`src/rtl/dut_stim_harness.sv`:
```
// Stimulus/check harness: sequences a DUT reset, drives a counter or LFSR vector stream,
// and scores DUT responses against a golden value delayed by the DUT latency.
module dut_stim_harness #(
    parameter int               DATA_W      = 8,
    parameter int               RST_CYCLES  = 100,
    parameter int               LATENCY     = 1,
    parameter int               NUM_VECTORS = 256,
    parameter int               PATTERN     = 0,
    parameter logic [DATA_W-1:0] SEED       = DATA_W'(1),
    parameter logic [DATA_W-1:0] TAPS       = DATA_W'(8'hB8),
    parameter int               ERR_W       = 16
) (
    input  logic              clk,
    input  logic              reset,
    input  logic              start,
    output logic              dut_reset,
    output logic [DATA_W-1:0] dut_data_in,
    input  logic [DATA_W-1:0] dut_data_out,
    input  logic [DATA_W-1:0] ref_data,
    output logic              busy,
    output logic              done,
    output logic              pass,
    output logic [ERR_W-1:0]  err_count,
    output logic [15:0]       first_err_idx
);

    typedef enum logic [2:0] {
        S_IDLE,
        S_RESET,
        S_RUN,
        S_DRAIN,
        S_DONE
    } state_t;

    localparam logic [15:0]       RST_LAST  = 16'(RST_CYCLES - 1);
    localparam logic [15:0]       LAT_LAST  = 16'(LATENCY - 1);
    localparam logic [16:0]       VEC_TOTAL = 17'(NUM_VECTORS);
    localparam logic [ERR_W-1:0]  ERR_MAX   = '1;
    localparam logic [DATA_W-1:0] GEN_INIT  = (PATTERN == 0) ? '0 : SEED;

    state_t            state;
    state_t            next_state;
    logic [15:0]       phase_cnt;
    logic [16:0]       vec_cnt;
    logic [DATA_W-1:0] gen;
    logic [DATA_W-1:0] gen_next;
    logic [DATA_W-1:0] lfsr_next;
    logic [DATA_W-1:0] ref_pipe [LATENCY];
    logic [LATENCY-1:0] vld_pipe;
    logic [15:0]       cmp_idx;
    logic              launch;
    logic              load_vec;
    logic              push;
    logic              cmp_vld;
    logic              mismatch;

    always_ff @(posedge clk) begin
        if (!reset) begin
            state <= S_IDLE;
        end else begin
            state <= next_state;
        end
    end

    always_comb begin
        next_state = state;
        unique case (state)
            S_IDLE, S_DONE: if (start) next_state = S_RESET;
            S_RESET:        if (phase_cnt == RST_LAST) next_state = S_RUN;
            S_RUN:          if (vec_cnt == VEC_TOTAL) next_state = S_DRAIN;
            S_DRAIN:        if (phase_cnt == LAT_LAST) next_state = S_DONE;
            default:        next_state = S_IDLE;
        endcase
    end

    assign launch    = ((state == S_IDLE) || (state == S_DONE)) && start;
    // Vector 0 is loaded on the final RESET edge so RUN cycle k always shows vector k.
    assign load_vec  = ((state == S_RESET) && (phase_cnt == RST_LAST)) ||
                       ((state == S_RUN) && (vec_cnt != VEC_TOTAL));
    assign push      = (state == S_RUN);
    assign lfsr_next = (gen >> 1) ^ (gen[0] ? TAPS : '0);
    assign gen_next  = (PATTERN == 0) ? gen + DATA_W'(1) : lfsr_next;
    assign cmp_vld   = vld_pipe[LATENCY-1];
    assign mismatch  = cmp_vld && (ref_pipe[LATENCY-1] != dut_data_out);

    assign dut_reset = (state == S_IDLE) || (state == S_RESET);
    assign busy      = (state == S_RESET) || (state == S_RUN) || (state == S_DRAIN);
    assign done      = (state == S_DONE);
    assign pass      = done && (err_count == '0);

    always_ff @(posedge clk) begin
        if (!reset) begin
            phase_cnt     <= '0;
            vec_cnt       <= '0;
            gen           <= GEN_INIT;
            dut_data_in   <= '0;
            vld_pipe      <= '0;
            cmp_idx       <= '0;
            err_count     <= '0;
            first_err_idx <= '0;
        end else begin
            if (state != next_state) begin
                phase_cnt <= '0;
            end else if ((state == S_RESET) || (state == S_DRAIN)) begin
                phase_cnt <= phase_cnt + 16'd1;
            end

            if (launch) begin
                vec_cnt       <= '0;
                gen           <= GEN_INIT;
                vld_pipe      <= '0;
                cmp_idx       <= '0;
                err_count     <= '0;
                first_err_idx <= '0;
            end else begin
                if (load_vec) begin
                    dut_data_in <= gen;
                    gen         <= gen_next;
                    vec_cnt     <= vec_cnt + 17'd1;
                end
                vld_pipe[0] <= push;
                for (int i = 1; i < LATENCY; i++) begin
                    vld_pipe[i] <= vld_pipe[i-1];
                end
                if (cmp_vld) begin
                    cmp_idx <= cmp_idx + 16'd1;
                end
                // Once saturated, further mismatches change nothing.
                if (mismatch && (err_count != ERR_MAX)) begin
                    err_count <= err_count + ERR_W'(1);
                    if (err_count == '0) begin
                        first_err_idx <= cmp_idx;
                    end
                end
            end
        end
    end

    always_ff @(posedge clk) begin
        ref_pipe[0] <= ref_data;
        for (int i = 1; i < LATENCY; i++) begin
            ref_pipe[i] <= ref_pipe[i-1];
        end
    end

endmodule

```
`config.mk`:
```
export PLATFORM = sky130hd
export DESIGN_NAME = dut_stim_harness
export DESIGN_NICKNAME = d
export VERILOG_FILES = /design/src/rtl/dut_stim_harness.sv
export SDC_FILE = /design/constraint.sdc
export NUM_CORES = 1
export LEC_CHECK = 0
export CORE_MARGIN = 2
export CORE_UTILIZATION = 60
export DETAILED_ROUTE_END_ITERATION = 6
export DONT_BUFFER_PORTS = 1
export GPL_TIMING_DRIVEN = 0
export PLACE_DENSITY = 0.76
export RECOVER_POWER = 25
export SYNTH_ARGS = -nofsm -noshare
export SYNTH_HDL_FRONTEND = slang
export SYNTH_SLANG_ARGS = --single-unit
```
`constraint.sdc`:
```
create_clock -name clk -period 2.2 [get_ports clk]
set_input_delay 0.44 -clock clk [delete_from_list [all_inputs] [get_ports clk]]
set_output_delay 0.44 -clock clk [all_outputs]
set_load 0.02 [all_outputs]
```
# Word level (Yosys, flattened, before mapping)
# Memories as Yosys holds them, arrays and structs flattened.
# Index checks and enable logic that the tools add are counted.
[totals]
ff_bits = 101
mem_bits_rw = 8
out_inout_bits = 44
n_memories = 1
[op_classes]
add_sub_neg = 5
n_eq_ne = 10
mux = 5
bitwise_logic = 2
n_reduce_logical = 20
[memory_table]
columns = ["name", "words", "width", "rd", "rd_clocked_by_memory_dff", "wr", "line_no", "rtl"]
rows = [
  ["ref_pipe", 1, 8, 1, 0, 1, "48", "logic [DATA_W-1:0] ref_pipe [LATENCY];"],
]
[ops]
columns = ["cell", "count"]
rows = [
  ["16-bit by 1-bit adder with 16-bit output, second input constant", 3],
  ["16-bit zero test", 2],
  ["17-bit by 1-bit adder with 17-bit output, second input constant", 1],
  ["17-bit by 9-bit == test with 1-bit output, second input constant", 1],
  ["17-bit by 9-bit != test with 1-bit output, second input constant", 1],
  ["16-bit by 7-bit == test with 1-bit output, second input constant", 1],
  ["16-bit != test, second input constant", 1],
  ["3-bit two-way mux", 4],
  ["3-bit case mux with 4 select lines", 1],
  ["8-bit by 1-bit adder with 8-bit output, second input constant", 1],
  ["8-bit != test", 1],
  ["3-bit by 2-bit == test with 1-bit output, second input constant", 2],
  ["1-bit logical AND", 6],
  ["1-bit logical OR", 6],
  ["2-bit OR reduction", 3],
  ["2-bit AND reduction", 2],
  ["3-bit by 1-bit == test with 1-bit output, second input constant", 1],
  ["3-bit == test, second input constant", 1],
  ["3-bit zero test", 1],
  ["3-bit != test", 1],
  ["1-bit NOT", 2],
]

# Depth between registers and ports, before layout
[logic_depth]
depth_word = 5
mapped_depth = 9
depth_no_buf = 7

# Worst setup path before layout
# Ideal clock, no wire load.
[synth_timing]
kind = "reg2reg"
start = "register err_count[0]"
end = "register first_err_idx[10]"
arrival_ns = 1.992
t_required_ns = 2.072
slack_ns = 0.080
stages_incl_launch_ff = 9
cell_sequence = "dfxtp_1 > inv_1 > ha_1 > nor4b_2 > nand4_1 > a2111oi_4 > buf_6 > mux2i_1 > nor2_1"
[synth_via]
elab_chain_len = 3
word_cells_on_any_way = 4
classes_between = "1 x eq/ne; 3 x reduce/logical"
[synth_rtl]
columns = ["item", "line_no", "rtl"]
rows = [
  ["start, declared", "23", "output logic [ERR_W-1:0] err_count,"],
  ["start signal, assigned", "130", "err_count <= err_count + ERR_W'(1);"],
  ["16-bit != test", "129", "if (mismatch && (err_count != ERR_MAX)) begin"],
  ["1-bit logical AND", "129", ""],
  ["2-bit AND reduction (no source line) *", "n/a", ""],
  ["end signal, assigned", "132", "first_err_idx <= cmp_idx;"],
  ["end, declared", "24", "output logic [15:0] first_err_idx"],
]
# Mark *: on every way between the ends. The rest lies on a longest branch, timed or not.
# A chain may end at the register's enable or synchronous reset.

# Worst setup path in the final report
[layout_timing]
start = "register err_count[0]"
end = "output pass"
[layout_via]
elab_chain_len = 2
[layout_rtl]
columns = ["item", "line_no", "rtl"]
rows = [
  ["16-bit zero test", "89", "assign pass = done && (err_count == '0);"],
  ["1-bit logical AND", "89", ""],
  ["end, declared", "22", "output logic pass,"],
]
# Every way passes these cells.

==> flow_summary.json <==
{
  "leakage_nw": 1.784,
  "startpoint_type": "flop",
  "cts_made_buffers": 9,
  "gr-total-overflow": 0,
  "worst-slew-pin-transition_ns": 0.6810,
  "slowest_delay_ns": 0.40,
  "critPathBufInv": 2,
  "hold_viol": 0,
  "cts.path.max_buffers": 2,
  "finalMaxSlewViolations": 0,
  "critPathRequiredTime_ns": 1.76,
  "worst-path-stages": 6,
  "synth_cell_types": 55,
  "vias": 4199,
  "place_hpwl_microns": 7944,
  "post-place-ws_ns": -0.3655,
  "rsz0062_at_grt": "yes",
  "cts_tree": "built",
  "syn2layout_area_growth_pct": 10.01,
  "yosysTopAreaCell": "dfxtp_1",
  "ios": 63,
  "syn_avg_cell_area_sq_um": 8.802,
  "final_antenna_net_count": 0,
  "io_buffers": 0,
  "crit_family": "simple AND/OR/NAND/NOR gates",
  "crit_type": "flop to output port",
  "status": "finished, final reports clean",
  "critPathArrivalTime_ns": 1.72,
  "maxSlewHeadroom_pct": 54.25,
  "n_antenna_cell": 0,
  "hold_path_class": "input pin to flop",
  "fin_nets": 617,
  "powerDensity_nw_per_um2": 589.6,
  "synthSimpleGateAreaFrac_pct": 27.26,
  "critPathMaxFanout": 6,
  "grtUsageTotal_pct": 24.90,
  "clock_sinks": 109,
  "peakVddDrop_mv": 0.3531,
  "finalWirelength_microns": 11360,
  "drt_iter0_markers": 131,
  "whs_ns": 0.08185,
  "gp_congestion": 0.8754,
  "grt_max_degree": 20,
  "die_x_microns": 95.61,
  "muxShareOfSynthArea_pct": 4.573,
  "start_util_pct": 61.59,
  "detail_route.vias_per_cell": 5.999,
  "synth_xor_area_share_pct": 6.685,
  "syn_area_sq_um": 5035,
  "r2r_cells": 10,
  "core_sq_um": 8175,
  "synth_compound_area_share_pct": 12.00,
  "insertion_delay_ns": 0.37,
  "root_buffer": "clkbuf_8",
  "first_global_vias": 3890,
  "synthAdderAreaFrac_pct": 1.988,
  "synth_top_family_by_area": "simple AND/OR/NAND/NOR gates",
  "slowest_stage": "dfxtp_4",
  "layout_setup_ws_ns": 0.03640,
  "worst_setup_path_end_kind": "output port",
  "max_freq_mhz": 462.2,
  "cap_violations": 0,
  "first_pass_iters": 4,
  "h-tree-depth": 3,
  "synth_seq_cells": 109,
  "rows": 33,
  "finalSetupViolCount": 0,
  "synth_nets": 599,
  "synth_edf_count": 0,
  "cp_cell_sequence": "inv_2 > ha_4 > nor4b_4 > nand4_1 > buf_6 > nor4_4",
  "yosysMostFrequentCell": "dfxtp_1",
  "yosysSeqAreaShare_pct": 43.34,
  "grt_pass1_wl_microns": 18000,
  "whs_path_depth": 0,
  "die_area_sq_um": 9140,
  "ys.flop_type": "dfxtp_1",
  "clk_pin_slew_ns": 0.11,
  "layout_min_cycle_time_ns": 2.164,
  "ys_warn_count": 0,
  "synthTopCellsByCount": "dfxtp_1 (109), nand2_1 (62), nor2_1 (60)",
  "drive_above_1_share_pct": 13.61,
  "synthTopCellsByArea": "dfxtp_1 (43%), nand2_1 (4.6%), mux2i_1 (4.6%), nor2_1 (4.5%), a21oi_1 (3.6%)",
  "postSynthCellCount": 572,
  "antenna_found_initial": 0,
  "fin_skew_ns": 0.01033,
  "die_y_microns": 95.61,
  "async_flop_share_pct": 0,
  "yosysTopAreaCellShare_pct": 43.34,
  "wl_per_cell_microns": 16.23,
  "drc": 0,
  "fin_crit_sh_pct": 98.35
}
[layer usage]
layer  up-vias  share of wire (%)  track usage [%]
met2       109                 50            43.12
met3        10                5.2            5.613
met4         0                1.5            8.095
met1      2009                 44            30.54
met5         -                  0                0
li1       2071                  -                -
[cell usage in the layout, fill, tap and decap left out, drive strengths merged, types with 2 or more instances in the layout]
| cell type | n |
|---|---|
| nor4 | 18 |
| buf | 17 |
| o211ai | 2 |
| a21oi | 36 |
| or3 | 17 |
| nand2b | 5 |
| xor2 | 24 |
| nand3 | 28 |
| a31oi | 2 |
| inv | 22 |
| clkinvlp | 2 |
| a21boi | 10 |
| o31ai | 12 |
| nor3 | 10 |
| dfxtp | 109 |
| nand4 | 16 |
| clkinv | 2 |
| or4 | 13 |
| ha | 8 |
| o21ai | 21 |
| xnor2 | 11 |
| and4 | 9 |
| and2 | 5 |
| o21a | 3 |
| nor4b | 4 |
| clkbuf | 24 |
| mux2i | 23 |
| nand2 | 62 |
| and3 | 5 |
| nor2 | 60 |
[worst paths after layout]
| path | from | endpoint | slack (ns) |
|---|---|---|---|
| worst max-delay path | err_count[0] | pass | 0.04 |
| worst min register to register | gen[7] | gen[7] | 0.49 |
| worst min-delay path | ref_data[4] | ref_pipe[0][4] | 0.08 |
| worst max register to register | err_count[0] | first_err_idx[12] | 0.09 |
[repair_timing]
action,4_1_cts,5_1_grt
setup endpoints to repair,71,54
pin swaps,4,6
resized for setup,17,27
hold buffers,0,0
setup buffers,2,6
[report_power, final]
group | switching, mW | total (mW) | internal [mW]
clock | 0.723 | 1.15 | 0.429
sequential | 0.00657 | 1.99 | 1.98
combinational | 0.0829 | 0.128 | 0.0449
total | 0.812 | 3.27 | 2.45
[stage by stage]
stage | cell area [sq um] | instances | setup TNS (ns) | total power, mW | util (%)
after CTS | 5405 | 695 | -0.1085 | 3.272 | 66.12
after global placement | 5166 | 677 | -7.349 | 2.147 | 63.19
after detailed placement | 5166 | 677 | -8.457 | 2.152 | 63.19
after global routing | 5539 | 700 | -0.4704 | 3.366 | 67.75
final | 5539 | 700 | 0 | 3.266 | 67.75
after floorplan | 5035 | 572 | 0 | 2.123 | -
[sequential cells by signal, summed over array words and instances, names as in the netlist]
register       flops
gen                8
vec_cnt           17
state              3
err_count         16
ref_pipe           8
cmp_vld            1
first_err_idx     16
cmp_idx           16
phase_cnt         16
dut_data_in        8
[cells by family after synthesis]
kind of cell | after synthesis
compound gates | 96
xor+xnor | 35
mux | 23
simple gates | 257
flops | 109
fa+ha+maj | 8
buf+inv | 44
[area by class of cell]
type	count	area (sq um)
Multi-Input combinational cell	419	2740
Fill cell	670	2636
Sequential cell	109	2205
Buffer	24	143.9
Tap cell	105	131.4
Clock buffer	9	123.9
Inverter	19	73.82
Timing Repair Buffer	8	63.81
Clock inverter	7	57.56
No activity file was read; power rests on OpenSTA's default activity.
